### src/rtl/lsu_pkg.sv
// Shared types and constants for the load/store unit.
package lsu_pkg;

    localparam int MEM_AW_DEF = 11;
    localparam int DATA_W     = 32;

    typedef enum logic [1:0] {
        SZ_B   = 2'b00,
        SZ_H   = 2'b01,
        SZ_W   = 2'b10,
        SZ_BAD = 2'b11
    } size_e;

    typedef enum logic [1:0] {
        IDLE  = 2'b00,
        READ  = 2'b01,
        WRITE = 2'b10,
        RESP  = 2'b11
    } state_e;

endpackage

### src/rtl/lsu_mem_stage_align.sv
// Load-data extract/extend and sub-word store merge for the LSU.
// Purely combinational; fed from the latched request size/sign flag.
module lsu_align
    import lsu_pkg::*;
(
    input  size_e              i_size,
    input  logic               i_unsigned,
    input  logic [DATA_W-1:0]  i_rd_q,
    input  logic [DATA_W-1:0]  i_wdata,
    output logic [DATA_W-1:0]  o_load_data,
    output logic [DATA_W-1:0]  o_store_data
);

    // Pick the addressed lane of the read word and extend it per the sign flag.
    always_comb begin
        o_load_data = '0;
        unique case (i_size)
            SZ_B:    o_load_data = i_unsigned ? {24'h0, i_rd_q[7:0]}
                                              : {{24{i_rd_q[7]}}, i_rd_q[7:0]};
            SZ_H:    o_load_data = i_unsigned ? {16'h0, i_rd_q[15:0]}
                                              : {{16{i_rd_q[15]}}, i_rd_q[15:0]};
            SZ_W:    o_load_data = i_rd_q;
            default: o_load_data = '0;
        endcase
    end

    // Memory always writes four bytes, so sub-word stores keep the untouched bytes from rd_q.
    always_comb begin
        o_store_data = i_wdata;
        unique case (i_size)
            SZ_B:    o_store_data = {i_rd_q[31:8], i_wdata[7:0]};
            SZ_H:    o_store_data = {i_rd_q[31:16], i_wdata[15:0]};
            default: o_store_data = i_wdata;
        endcase
    end

endmodule

### src/rtl/lsu_mem_stage.sv
// Load/store unit between the core MEM stage and a byte-addressed data memory.
// One request at a time; sub-word stores use read-modify-write.
// Optional build macro LSU_STATS_EN: enables saturating load/store/error counters;
// when undefined the stat ports read 0 and no counter flops exist.
//
// state | meaning
// IDLE  | ready for a request (req_ready=1)
// READ  | memory word at the latched offset is captured into rd_q
// WRITE | one-cycle write pulse of the merged word
// RESP  | response held until the core takes it
module lsu_mem_stage
    import lsu_pkg::*;
#(
    parameter logic [31:0] BASE_ADDR = 32'h0000_0000,
    parameter int          MEM_AW    = MEM_AW_DEF
) (
    input  logic              clk,
    input  logic              rst,
    input  logic              i_req_valid,
    output logic              o_req_ready,
    input  logic              i_req_we,
    input  logic [1:0]        i_req_size,
    input  logic              i_req_unsigned,
    input  logic [31:0]       i_req_addr,
    input  logic [31:0]       i_req_wdata,
    output logic              o_rsp_valid,
    input  logic              i_rsp_ready,
    output logic [31:0]       o_rsp_rdata,
    output logic              o_rsp_err,
    output logic [MEM_AW-1:0] o_mem_address,
    output logic              o_mem_wrt_en,
    output logic [31:0]       o_mem_write_data,
    input  logic [31:0]       i_mem_read_data,
    output logic [15:0]       o_stat_loads,
    output logic [15:0]       o_stat_stores,
    output logic [15:0]       o_stat_errs
);

    // Highest offset at which a full 4-byte window still fits in memory.
    localparam logic [31:0] LAST_OFF = 32'((2 ** MEM_AW) - 4);

    state_e              r_state;
    logic                r_req_ready;
    logic                r_rsp_valid;
    logic                r_rsp_err;
    logic                r_we;
    size_e               r_size;
    logic                r_unsigned;
    logic [31:0]         r_wdata;
    logic [31:0]         r_rd_q;
    logic [MEM_AW-1:0]   r_mem_address;
    logic                r_mem_wrt_en;

    logic [31:0]         w_off32;
    size_e               w_req_size;
    logic                w_req_err;
    logic                w_accept;
    logic [31:0]         w_load_data;
    logic [31:0]         w_store_data;

    assign w_off32    = i_req_addr - BASE_ADDR;
    assign w_req_size = size_e'(i_req_size);
    assign w_req_err  = (i_req_addr < BASE_ADDR) || (w_off32 > LAST_OFF) || (w_req_size == SZ_BAD);
    assign w_accept   = i_req_valid && r_req_ready;

    lsu_align u_align (
        .i_size       (r_size),
        .i_unsigned   (r_unsigned),
        .i_rd_q       (r_rd_q),
        .i_wdata      (r_wdata),
        .o_load_data  (w_load_data),
        .o_store_data (w_store_data)
    );

    // Request sequencing: latch on accept, then READ/WRITE as the request kind needs, then hold RESP.
    always_ff @(posedge clk) begin
        if (!rst) begin
            r_state       <= IDLE;
            r_req_ready   <= 1'b1;
            r_rsp_valid   <= 1'b0;
            r_rsp_err     <= 1'b0;
            r_we          <= 1'b0;
            r_size        <= SZ_B;
            r_unsigned    <= 1'b0;
            r_wdata       <= '0;
            r_rd_q        <= '0;
            r_mem_address <= '0;
            r_mem_wrt_en  <= 1'b0;
        end else begin
            unique case (r_state)
                IDLE: begin
                    if (w_accept) begin
                        r_we        <= i_req_we;
                        r_size      <= w_req_size;
                        r_unsigned  <= i_req_unsigned;
                        r_wdata     <= i_req_wdata;
                        r_req_ready <= 1'b0;
                        if (w_req_err) begin
                            // Rejected requests never touch memory or its address.
                            r_rsp_err   <= 1'b1;
                            r_rsp_valid <= 1'b1;
                            r_state     <= RESP;
                        end else begin
                            r_mem_address <= w_off32[MEM_AW-1:0];
                            if (i_req_we && (w_req_size == SZ_W)) begin
                                r_mem_wrt_en <= 1'b1;
                                r_state      <= WRITE;
                            end else begin
                                r_state <= READ;
                            end
                        end
                    end
                end
                READ: begin
                    r_rd_q <= i_mem_read_data;
                    if (r_we) begin
                        r_mem_wrt_en <= 1'b1;
                        r_state      <= WRITE;
                    end else begin
                        r_rsp_valid <= 1'b1;
                        r_state     <= RESP;
                    end
                end
                WRITE: begin
                    r_mem_wrt_en <= 1'b0;
                    r_rsp_valid  <= 1'b1;
                    r_state      <= RESP;
                end
                RESP: begin
                    if (i_rsp_ready) begin
                        r_rsp_valid <= 1'b0;
                        r_rsp_err   <= 1'b0;
                        r_req_ready <= 1'b1;
                        r_state     <= IDLE;
                    end
                end
                default: r_state <= IDLE;
            endcase
        end
    end

    assign o_req_ready      = r_req_ready;
    assign o_rsp_valid      = r_rsp_valid;
    assign o_rsp_err        = r_rsp_err;
    assign o_mem_address    = r_mem_address;
    assign o_mem_wrt_en     = r_mem_wrt_en;
    // Read data only means something for a successful load; everything else reports 0.
    assign o_rsp_rdata      = (r_rsp_valid && !r_rsp_err && !r_we) ? w_load_data : '0;
    assign o_mem_write_data = (r_state == WRITE) ? w_store_data : '0;

`ifdef LSU_STATS_EN
    logic [15:0] r_stat_loads;
    logic [15:0] r_stat_stores;
    logic [15:0] r_stat_errs;

    // Count completed responses by kind; errors are counted only as errors.
    always_ff @(posedge clk) begin
        if (!rst) begin
            r_stat_loads  <= '0;
            r_stat_stores <= '0;
            r_stat_errs   <= '0;
        end else if (r_rsp_valid && i_rsp_ready) begin
            if (r_rsp_err) begin
                if (r_stat_errs != 16'hFFFF) r_stat_errs <= r_stat_errs + 16'd1;
            end else if (r_we) begin
                if (r_stat_stores != 16'hFFFF) r_stat_stores <= r_stat_stores + 16'd1;
            end else begin
                if (r_stat_loads != 16'hFFFF) r_stat_loads <= r_stat_loads + 16'd1;
            end
        end
    end

    assign o_stat_loads  = r_stat_loads;
    assign o_stat_stores = r_stat_stores;
    assign o_stat_errs   = r_stat_errs;
`else
    assign o_stat_loads  = '0;
    assign o_stat_stores = '0;
    assign o_stat_errs   = '0;
`endif

endmodule
### config.mk
export PLATFORM = sky130hd
export DESIGN_NAME = lsu_mem_stage
export DESIGN_NICKNAME = d
export VERILOG_FILES = /design/src/rtl/lsu_pkg.sv /design/src/rtl/lsu_mem_stage_align.sv /design/src/rtl/lsu_mem_stage.sv
export SDC_FILE = /design/constraint.sdc
export NUM_CORES = 1
export LEC_CHECK = 0
export BUFFER_PORTS_ARGS = -buffer_cell sky130_fd_sc_hd__buf_2
export CORE_MARGIN = 1
export CORE_UTILIZATION = 50
export DETAILED_ROUTE_END_ITERATION = 7
export PLACE_DENSITY = 0.85
export REMOVE_ABC_BUFFERS = 1
export SETUP_SLACK_MARGIN = 0.2
export SLEW_MARGIN = 10
export SYNTH_ARGS = -nofsm -noshare
export SYNTH_HDL_FRONTEND = slang
export SYNTH_SLANG_ARGS = --single-unit
### constraint.sdc
create_clock -name clk -period 3.1 [get_ports clk]
set_clock_uncertainty 0.15 [all_clocks]
set_input_delay 0.62 -clock clk [delete_from_list [all_inputs] [get_ports clk]]
set_output_delay 0.62 -clock clk [all_outputs]
set_load 0.1 [all_outputs]
Yosys cells after proc, flatten, opt, wreduce, memory -nomap -nowiden. Index checks and enable logic that the tools add are counted.

Bits in registers: 85. Bits in latches: 0. Memory bits (writable): 0. Bits in read-only memories: 0. Bits of input ports: 104. Output and inout bits: 127. Word-level logic and storage cells: 73. Memories kept: 0.

Add/subtract/negate cells: 0. $mul: 0. Div/mod/pow operators: 0. $lt $le $gt $ge: 2. Equal/unequal tests: 14. Shift operators: 0. Muxes and demuxes: 26. Bitwise logic cells: 1. Reduce and logical (&&, ||, !) cells: 19.

Operators with widths (number): 32-bit 2-to-1 mux (4); 32-bit case mux with 3 select lines (1); 32-bit case mux with 2 select lines (1); 32-bit by 11-bit > comparator with 1-bit output (second input constant) (1); 32-bit by 1-bit less-than comparator with 1-bit output (second input constant) (1); 2-bit != test (second input constant) (7); 1-bit 2-to-1 mux (11); 2-bit equality test (second input constant) (5); 2-bit 2-to-1 mux (4); 2-bit case mux with 4 select lines (1); 4-bit AND reduction (2); 3-bit AND reduction (2); 5-bit AND reduction (1); 2-bit by 1-bit equality test with 1-bit output (second input constant) (2); 1-bit logical AND (4); 2-bit logical NOT (2); 1-bit case mux with 2 select lines (2); 1-bit case mux with 4 select lines (1); 2-bit AND reduction (2); 1-bit case mux with 3 select lines (1); 3-bit nonzero test (1); 1-bit logical NOT (2); 1-bit logical OR (2); 2-bit nonzero test (1); 1-bit NOT (1).

Logic depth before layout (Yosys ltp).
Word-level depth: 6. Gate-level depth with buffers: 8. Mapped depth without buffers: 7.

Cells and area by module. From an unflattened synthesis, not the netlist that was laid out.

Cells, all modules: 588. Area, all modules: 5116.2 um^2.

By module, submodules not included: lsu_mem_stage (instances 1, cells each 499, area an instance 4322.9 um^2, seq. area each 1701.6 um^2); lsu_align (instances 1, cells each 89, area an instance 793.3 um^2, seq. area each 0.0 um^2).

Worst setup path before layout. Ideal clock, no wire load.

Path type: flip-flop to output port. Start: register r_size[0]. End: output port o_mem_write_data[14]. Arrival: 3.260 ns. Data required time: 2.330 ns. Path slack: -0.930 ns. Cell stages (with the launch flop): 6. Buffers on the path: 2. Cells stage by stage: dfxtp_1 > or2_2 > clkbuf_1 > clkbuf_1 > nand2_1 > a21boi_0.

Word-level cells in the longest chain between the ends: 3. Elaborated cells between the ends (all ways): 4. Classes of those cells: 1 x eq/ne; 2 x mux; 1 x reduce/logical.

RTL lines: start: declaration (RTL line lsu_mem_stage.sv:47) `size_e r_size;`; start signal: assignment (RTL line lsu_mem_stage.sv:94) `r_size <= w_req_size;`; 2-bit by 1-bit equality test with 1-bit output or 2-bit logical NOT (tied branches) (RTL line lsu_mem_stage_align.sv:30) `unique case (i_size)`; 32-bit case mux with 2 select lines (*) (RTL line lsu_mem_stage_align.sv:30); 32-bit 2-to-1 mux (*) (RTL line lsu_mem_stage.sv:149) `assign o_mem_write_data = (r_state == WRITE) ? w_store_data : '0;`; end: declaration (RTL line lsu_mem_stage.sv:32) `output logic [31:0] o_mem_write_data,`.

Every way passes the cells marked *; elsewhere a longest branch is shown, timed or not.

Worst setup path in the final report.
Start: register r_size[1]. End: output port o_rsp_rdata[11].

Word-level cells in the longest chain between the ends: 3. Elaborated cells between the ends (all ways): 5. Classes of those cells: 2 x eq/ne; 2 x mux; 1 x reduce/logical.

RTL lines: 2-bit equality test, or another cell as far along (RTL line lsu_mem_stage_align.sv:17) `unique case (i_size)`; 32-bit case mux with 3 select lines (*) (RTL line lsu_mem_stage_align.sv:17); 32-bit 2-to-1 mux (*) (RTL line lsu_mem_stage.sv:148) `assign o_rsp_rdata = (r_rsp_valid && !r_rsp_err && !r_we) ? w_load_data : '0;`; end: declaration (RTL line lsu_mem_stage.sv:28) `output logic [31:0] o_rsp_rdata,`.

Marked as above.

==> qor.yml <==
timing:
  final-hold-violation-count: 0
  finalCritPeriodShare: 0.905
  setup-tns-final_ps: 0
  finalSetupViolCount: 0
  worst_pin_slew_ps: 745
  fmax_ghz: 0.356
  relSlewSlack: 0.504
  rsz0062_at_grt: "yes"
  period_needed_ps: 2810
  slew_violations: 0
layout:
  drive_above_1_share: 0.300
  diodes: 0
  num-fill-cells: 706
  fin_cells: 841
  synthToLayoutAreaGrowth_pct: 32.3
  fin_nets: 836
detailed_routing:
  drtIter0Drc: 152
  drc_errors: 14
  vias_per_cell: 5.06
  wl_per_cell_um: 14.8
  postRouteAntennaNets: 0
  vias: 4259
  wl_um: 12400
  drtPass1Iterations: 7
clocking:
  post-cts-setup-buffer-count: 0
  clock-sinks: 85
  root_buffer: "clkbuf_8"
  numCtsBuffers: 9
  htree_levels: 3
  cts_tree: "yes"
  cts_buffer_depth: 2
  cts_resized: 6
  postCtsHoldBufs: 0
  clk_pin_slew_ps: 80
  clock_latency_ps: 340
die:
  io_pins: 231
  rows: 34
  core_area_um2: 8810
  die_h_um: 97.9
  die_w_um: 97.9
  die_area_um2: 9580
  initial_core_util: 0.522
grt:
  grt_first_pass_wirelength_um: 19400
  grt_max_degree: 48
  antenna_found_initial: 0
  grt_usage: 0.255
  overflow: 0
  grt_pass1_vias: 4136
placed_design:
  dp_hpwl_um: 9340
  port_buffers: 182
  gp_congestion: 0.850
  placedCellCount: 825
synth:
  synth_ff_type: "dfxtp_1"
  synthTopCellsByArea: "dfxtp_1 37%, mux2i_1 13%, nand2_1 12%"
  synth.distinct_cells: 39
  yosys_warnings: 0
  synth-edff-count: 0
  avgSynthCellArea_um2: 8.19
  yosysSeqAreaShare: 0.370
  postSynth.asyncResetShare: 0
  syn_area_um2: 4600
  yosys.area.top_type: "dfxtp_1"
  synth_top_cell_area_share: 0.370
  yosys_register_bits: 85
  syn_inst: 561
worst_setup_path:
  r2r_start: "r_state[0]"
  crit_slowest_cell: "clkbuf_4"
  cp_top_family: "buffers and inverters"
  worstSetupPathType: "reg -> out"
  rrSetupSlack_ps: 850
  path_cells: "buf_4, nor2_1, buf_4, nand3b_1, a21oi_1, clkbuf_4"
  start_kind: "flip-flop"
  rr_endpoint: "o_rsp_err"
  cp.required_ps: 2330
  worstPathArrival_ps: 2040
  cp_max_fo: 21
  end_kind: "primary output"
  crit_top_cell: "buf_4"
  cp_num_buf_inv: 3
  reg2regPathDepth: 5
  cp_slowest_stage_delay_ps: 360
run_status:
  violations: "design-rule violations"
  outcome: "complete, but fails checks"
job:
  max-cap-violations: 0
min_path:
  min_path_type: "reg -> reg"
  min_from: "o_mem_wrt_en"
  hold-path-endpoint: "o_mem_wrt_en"
  holdPathStages: 2
pwr:
  power_leakage_nw: 2.66
  p_per_area_nw_per_um2: 784
  irDropWorstVdd_v: 0.000320
Yosys cell counts, types with 2 or more instances:
cell	count
nand2_1	142
dfxtp_1	85
mux2i_1	61
nor2b_1	50
buf_4	48
a21boi_0	45
a21oi_1	30
clkbuf_1	26
and2_1	16
buf_2	7
ha_1	4
inv_1	4
nor2_1	4
buf_1	3
nand3_1	3
nor3_1	3
o21ai_0	3
a211oi_1	2
and3_1	2
nand4_1	2
nor4_1	2
nor4_2	2
sequential cells by signal, indices dropped and copies added, names as in the netlist:
signal         cells
r_unsigned         1
r_state            2
r_size             2
r_rd_q            32
o_req_ready        1
r_we               1
o_mem_wrt_en       1
o_rsp_err          1
o_mem_address     11
o_rsp_valid        1
r_wdata           32
cells by family after synthesis:
kind of cell	count (synthesis)	synth area share
AOI/OAI and AO/OA	88	0.128
muxes	61	0.133
other	1	0.000816
adders and majority gates	4	0.0109
buffers and inverters	89	0.115
DFF	85	0.370
and+or+nand+nor	233	0.242
worst min-delay path, delay by kind of cell, from the launching register on:
family / cells / cell delay [ps]
mux: 1 / 50
flops: 1 / 310
simple gates: 1 / 50
metal layers:
| layer | GRT usage | vias to the layer above | wire, µm |
|---|---|---|---|
| met2 | 0.466 | 196 | 6400 |
| met1 | 0.285 | 1954 | 4890 |
| met5 | 0 | - | 0 |
| met4 | 0.124 | 0 | 351 |
| met3 | 0.0444 | 26 | 775 |
| li1 | - | 2083 | - |
where the power goes:
group / switching, mW / internal [mW] / leakage [nW] / total [mW]
clock network: 0.395 / 0.581 / 0.126 / 0.976
registers: 0.135 / 1.28 / 0.693 / 1.42
logic: 1.69 / 0.679 / 1.85 / 2.37
total: 2.22 / 2.54 / 2.66 / 4.77
stage by stage:
stage | power, mW | instance area [µm²] | hold slack, ps | worst slack, ps | util
4_1_cts | 4.78 | 6060 | 316 | 202 | 0.688
3_5_place_dp | 3.80 | 5780 | 304 | 518 | 0.657
2_1_floorplan | 3.15 | 4260 | 289 | -1150 | -
3_3_place_gp | 3.73 | 5780 | 296 | 550 | 0.657
5_1_grt | 5.00 | 6080 | 340 | 166 | 0.690
6_report | 4.77 | 6080 | 308 | 294 | 0.690
final cells by class:
| cell class | count | area, µm² | area share |
|---|---|---|---|
| Clock inverter | 5 | 106 | 0.0175 |
| Tap cell | 108 | 135 | 0.0222 |
| Inverter | 4 | 15.0 | 0.00247 |
| Sequential cell | 85 | 1700 | 0.280 |
| Timing Repair Buffer | 194 | 1410 | 0.232 |
| Clock buffer | 11 | 151 | 0.0249 |
| Multi-Input combinational cell | 434 | 2560 | 0.421 |
worst max path at each step:
| stage | from | endpoint | slack [ps] | depth (start not counted) |
|---|---|---|---|---|
| 2_1_floorplan | r_size[1] | o_mem_write_data[10] | -1150 | 3 |
| 5_1_grt | r_size[1] | o_rsp_rdata[11] | 170 | 6 |
| 3_5_place_dp | r_size[1] | o_rsp_rdata[9] | 520 | 6 |
| 3_3_place_gp | r_size[1] | o_rsp_rdata[9] | 550 | 6 |
| 6_report | r_size[1] | o_rsp_rdata[11] | 290 | 6 |
| 4_1_cts | r_size[1] | o_rsp_rdata[8] | 200 | 6 |
cells in the final DEF, fill, tap and decap left out, types with 4 or more instances in the layout:
cell	synthesis	routed
conb_1	1	48
buf_12	0	26
a21boi_0	45	45
mux2i_1	61	61
and2_1	16	16
nor2_1	4	4
inv_1	4	4
clkbuf_8	0	11
clkbuf_4	0	4
buf_4	48	13
dfxtp_1	85	85
nor2b_1	50	50
a21oi_1	30	29
nand2_1	142	142
buf_2	7	150
No activity file was read; power rests on OpenSTA's default activity.
